$ cat src/rtl/icache_refill_ctrl.sv
// Instruction-cache miss sequencer: stalls fetch on a miss, reads one block
// from memory beat by beat, then writes the assembled block into the cache.
module icache_refill_ctrl #(
    parameter int ADDR_WIDTH     = 64,
    parameter int BLOCK_WIDTH    = 512,
    parameter int MEM_DATA_WIDTH = 64,
    parameter int CNT_WIDTH      = 32
) (
    input  logic                      clk,
    input  logic                      arstn,
    input  logic                      i_fetch_req,
    input  logic [ADDR_WIDTH-1:0]     i_fetch_addr,
    input  logic                      i_cache_hit,
    output logic [ADDR_WIDTH-1:0]     o_cache_addr,
    output logic                      o_cache_we,
    output logic [BLOCK_WIDTH-1:0]    o_cache_block,
    output logic                      o_fetch_stall,
    output logic                      o_mem_req,
    output logic [ADDR_WIDTH-1:0]     o_mem_addr,
    input  logic                      i_mem_ack,
    input  logic                      i_mem_rvalid,
    input  logic [MEM_DATA_WIDTH-1:0] i_mem_rdata,
    output logic [CNT_WIDTH-1:0]      o_miss_count
);

    localparam int BEATS  = BLOCK_WIDTH / MEM_DATA_WIDTH;
    localparam int BEAT_W = (BEATS > 1) ? $clog2(BEATS) : 1;
    localparam int OFF_W  = $clog2(BLOCK_WIDTH / 8);

    typedef enum logic [1:0] {
        IDLE  = 2'd0,
        REQ   = 2'd1,
        FILL  = 2'd2,
        WRITE = 2'd3
    } state_t;

    state_t                   state_q, state_d;
    logic [BEAT_W-1:0]        beat_q, beat_d;
    logic [ADDR_WIDTH-1:0]    miss_addr_q, miss_addr_d;
    logic [BLOCK_WIDTH-1:0]   buf_q, buf_d;
    logic [CNT_WIDTH-1:0]     cnt_q, cnt_d;

    function automatic logic [CNT_WIDTH-1:0] sat_inc(input logic [CNT_WIDTH-1:0] v);
        return (&v) ? v : v + CNT_WIDTH'(1);
    endfunction

    always_ff @(posedge clk or negedge arstn) begin
        if (!arstn) begin
            state_q     <= IDLE;
            beat_q      <= '0;
            miss_addr_q <= '0;
            buf_q       <= '0;
            cnt_q       <= '0;
        end else begin
            state_q     <= state_d;
            beat_q      <= beat_d;
            miss_addr_q <= miss_addr_d;
            buf_q       <= buf_d;
            cnt_q       <= cnt_d;
        end
    end

    always_comb begin
        state_d       = state_q;
        beat_d        = beat_q;
        miss_addr_d   = miss_addr_q;
        buf_d         = buf_q;
        cnt_d         = cnt_q;
        o_cache_addr  = miss_addr_q;
        o_fetch_stall = 1'b1;
        o_mem_req     = 1'b0;
        o_cache_we    = 1'b0;

        case (state_q)
            IDLE: begin
                // The cache lookup follows the live fetch address until a miss is captured.
                o_cache_addr  = i_fetch_addr;
                o_fetch_stall = i_fetch_req & ~i_cache_hit;
                if (i_fetch_req && !i_cache_hit) begin
                    miss_addr_d = i_fetch_addr;
                    cnt_d       = sat_inc(cnt_q);
                    beat_d      = '0;
                    state_d     = REQ;
                end
            end
            REQ: begin
                o_mem_req = 1'b1;
                if (i_mem_ack) begin
                    state_d = FILL;
                end
            end
            FILL: begin
                if (i_mem_rvalid) begin
                    buf_d[beat_q*MEM_DATA_WIDTH +: MEM_DATA_WIDTH] = i_mem_rdata;
                    beat_d = beat_q + BEAT_W'(1);
                    if (beat_q == BEAT_W'(BEATS - 1)) begin
                        state_d = WRITE;
                    end
                end
            end
            WRITE: begin
                o_cache_we = 1'b1;
                state_d    = IDLE;
            end
            default: begin
                state_d = IDLE;
            end
        endcase
    end

    assign o_mem_addr    = {miss_addr_q[ADDR_WIDTH-1:OFF_W], {OFF_W{1'b0}}};
    assign o_cache_block = buf_q;
    assign o_miss_count  = cnt_q;

endmodule

$ cat config.mk
export PLATFORM = sky130hd
export DESIGN_NAME = icache_refill_ctrl
export DESIGN_NICKNAME = d
export VERILOG_FILES = /design/src/rtl/icache_refill_ctrl.sv
export SDC_FILE = /design/constraint.sdc
export NUM_CORES = 1
export LEC_CHECK = 0
export CAP_MARGIN = 20
export CORE_AREA = 5 5 310 312
export CTS_CLUSTER_DIAMETER = 60
export CTS_CLUSTER_SIZE = 28
export DETAILED_ROUTE_END_ITERATION = 7
export DIE_AREA = 0 0 315 317
export PLACE_DENSITY = 0.49
export SETUP_SLACK_MARGIN = 0.2
export SYNTH_ARGS = -nofsm -noshare
export SYNTH_HDL_FRONTEND = slang
export SYNTH_SLANG_ARGS = --single-unit
$ cat constraint.sdc
create_clock -name clk -period 3.7 [get_ports clk]
set_clock_uncertainty 0.1 [all_clocks]
set_input_delay 0.555 -clock clk [delete_from_list [all_inputs] [get_ports clk]]
set_output_delay 0.555 -clock clk [all_outputs]
set_load 0.03 [all_outputs]
==> key figures <==
Final layout
  – Commonest cells after routing, fill and taps aside: 891 x nand2_1, 768 x clkdlybuf4s50_1, 613 x dfrtp_1
  – Area delta synth->final: 47.5%
  – Commonest non-fill, non-tap cell in the layout: nand2_1
  – Final cell count without fillers: 4,470
  – Layout cell share with drive strength beyond 1: 9.84%
  – Fin nets: 3,310

Drt
  – Wire length per cell: 22.8 um
  – DRT met1 WL: 41,200 um
  – DRT antenna net count: 0
  – WL met3: 9010 um
  – DR WL met2: 48,800 um
  – # DRC: 0
  – Top sig layer: met5
  – Via count: 20.0k
  – Initial DRT Pass Iterations: 5
  – Drt total wl: 102,000 um
  – First DRT Iteration DRCs: 1,209
  – DR vias/cell: 4.47

Status
  – Status: finished clean

Min path
  – Hold WC Path Type: primary input to flip-flop
  – Cell count of the worst hold path: 3
  – Worst hold path startpoint: i_fetch_addr[62]
  – Hold Path Sink: miss_addr_q[62]$_DFFE_PN0P_

Yosys
  – Simple-gate area share of the yosys netlist: 15.8%
  – Post-synthesis mux area share: 5.99%
  – Post-synth cell types: 40
  – Post-synthesis sequential area ratio: 62.4%
  – Synth Instances: 2,451
  – Main combinational cell family by area after synthesis: simple AND/OR/NAND/NOR gates
  – Synthesized area: 24,600 um^2
  – Xor/xnor share of the synthesized area: 1.07%
  – Compound-Gate Fraction of Synth Area: 9.68%
  – Syn_area_per_cell: 10.0 um^2
  – Seq cells post-synth: 613
  – Synth Area in Adders: 0.661%
  – Yosys warns: 0

Worst setup path
  – Critical path arrival: 2.70 ns
  – CP Capture Type: primary output
  – Worst Reg-to-Reg Cells: 8
  – Crit path cell chain: inv_1 -> ha_4 -> buf_16 -> mux2_2 -> clkdlybuf4s50_1
  – Kind of critical path: flip-flop to primary output
  – Crit path max fanout: 34
  – Worst-path cell with the longest stage delay: clkdlybuf4s50_1
  – Startpoint Class: flip-flop
  – Slowest stage delay, CP: 0.59 ns
  – Buf/Inv on CP: 3
  – RR Startpoint: beat_q[0]$_DFFE_PN0P_
  – Reg-to-reg endpoint: o_cache_block[24]$_DFFE_PN0P_
  – Cell family with most CP delay: buffers and inverters
  – R2R Setup Slk: 0.69 ns
  – CP Data Required Time: 3.04 ns

Global route
  – All-Layer GR Usage: 19.5%
  – First-pass GRT wire length: 145,000 um
  – Vias in the first global route: 20.0k
  – Largest net degree at the start of global routing: 121
  – Antenna violations before repair: 2
  – Total congestion overflow: 0

Floorplanning
  – Die area: 99,900 um^2
  – # IOs: 809
  – Core area: 92,800 um^2
  – Die Y: 317 um
  – Die width: 315 um
  – Std-Cell Rows: 112
  – Initial core utilization: 26.5%

Clocking
  – Clock buffer count from CTS: 59
  – CTS tree: built
  – Clock tree sinks: 613
  – Worst-path clk slew: 0.08 ns
  – H-tree levels: 2
  – Clock root buffer master: clkbuf_16
  – Max Buffers Root-to-Sink: 3
  – Clk_lat worst skew: 0.62 ns
  – Postcts setup bufs: 0

Timing
  – RSZ-0062 raised after global routing: yes
  – Final setup vio count: 0
  – Tmin final: 3.36 ns
  – Fmax: 298 MHz
  – Tcrit/Tclk final: 90.8%
  – Worst hold slack: 0.375 ns
  – Final Hold Violating Endpoints: 0
  – Worst-Margin Slew: 0.841 ns
  – Setup_tns: 0 ns
  – Slew margin rel.: 43.9%
  – Slew Viols, Final: 0

Placement
  – Placed cell count: 4,354
  – Post-DP HPWL: 75,100 um
  – Placer Congestion: 0.810
  – Port Buffer Count: 802

Pwr
  – P per Cell Area: 658 nW/um^2
  – Leakage power: 15.5 nW
  – VDD IR max: 0.471 mV

Flow run
  – Max Cap Violations: 0
[state kept, by name, summed over array words and instances, names as in the netlist]
name,cells
o_cache_block,512
miss_addr_q,64
o_miss_count,32
beat_q,3
state_q,2
[area by class of cell]
| cell class | count | area [um^2] |
|---|---|---|
| fill | 9311 | 56500 |
| inverter | 8 | 30.0 |
| timing repair buffer | 859 | 8840 |
| tap | 1254 | 1570 |
| sequential | 613 | 15300 |
| clock buffer | 63 | 1510 |
| antenna | 3 | 7.51 |
| multi-input combinational | 1622 | 8250 |
| clock inverter | 48 | 734 |
[logic make-up after synthesis]
logic type | Yosys count
and+or+nand+nor | 980
DFF | 613
AOI/OAI and AO/OA | 462
buffers and inverters | 221
muxes | 131
xor gates and xnor gates | 30
adders and majority gates | 13
other | 1
[stage by stage]
| step | util, % | power, mW | setup WS (ns) | cell area [um^2] |
|---|---|---|---|---|
| 6_report | 39.1 | 23.9 | 0.341 | 36300 |
| 5_1_grt | 39.1 | 25.0 | 0.189 | 36300 |
| 4_1_cts | 39.0 | 24.2 | 0.206 | 36200 |
| 3_5_place_dp | 36.6 | 17.2 | 0.717 | 33900 |
| 3_3_place_gp | 36.6 | 17.2 | 0.725 | 33900 |
| 2_1_floorplan | - | 13.2 | 1.25 | 24600 |
[worst min-delay path, cell delays in order]
cell             delay (ns)
clkdlybuf4s50_1        0.41
nand2_1                0.06
nand2_1                0.04
[report_power, final]
group          internal (mW)  total [mW]  switching, mW
Clock                   3.78        6.90           3.13
Combinational           3.38        8.85           5.47
Sequential              7.50        8.11          0.608
Total                   14.7        23.9           9.21
[timing repair]
item	4_1_cts	5_1_grt
hold buffers	1	0
resized for setup	9	25
endpoints found under the setup margin	10	55
pin swaps	0	0
endpoints found under the hold margin	67	0
gates cloned	0	1
[worst max-delay path by stage]
stage	endpoint	slack (ns)	cells past startpoint	from
3_5_place_dp	o_fetch_stall	0.72	5	i_fetch_req
2_1_floorplan	o_cache_addr[13]	1.25	5	state_q[0]$_DFFE_PN0P_
4_1_cts	o_cache_addr[24]	0.21	5	state_q[0]$_DFFE_PN0P_
5_1_grt	o_cache_addr[10]	0.19	5	state_q[0]$_DFFE_PN0P_
6_report	o_cache_addr[26]	0.34	5	state_q[0]$_DFFE_PN0P_
3_3_place_gp	o_fetch_stall	0.73	5	i_fetch_req
[Yosys cell counts]
cell,number,area (um^2)
nor2b_1,1,6.26
ha_1,13,163
nand2_1,892,3350
conb_1,1,3.75
a22o_1,13,114
or4_4,1,11.3
clkinv_1,1,3.75
clkbuf_1,120,450
nor4_4,1,21.3
and3_1,6,37.5
dfrtp_1,613,15300
o21ai_0,425,2130
mux2i_1,1,10.0
o21ai_1,20,100
nand3_2,2,20.0
or4_1,1,7.51
and4_1,1,8.76
a31oi_1,2,12.5
xor2_1,6,52.6
mux2_2,130,1460
nor3_1,8,40.0
buf_2,20,100
buf_4,64,480
nand2b_1,2,12.5
nand4_1,19,119
nor4_1,2,12.5
o22ai_1,1,6.26
inv_1,6,22.5
nor3_2,2,20.0
and2_1,3,18.8
nor3b_1,2,15.0
buf_1,9,33.8
inv_2,1,3.75
nand3_1,18,90.1
or2_2,3,18.8
xnor2_1,24,210
nand3b_1,1,7.51
nor2_1,14,52.6
o311a_4,1,21.3
nor4_2,1,12.5
[per-layer routing]
metal,vias up,GRT usage [%]
li1,9447,-
met1,9750,24.2
met2,683,32.7
met3,116,6.63
met4,2,5.38
met5,-,0
Note: power is estimated with default switching activity, not from simulation.
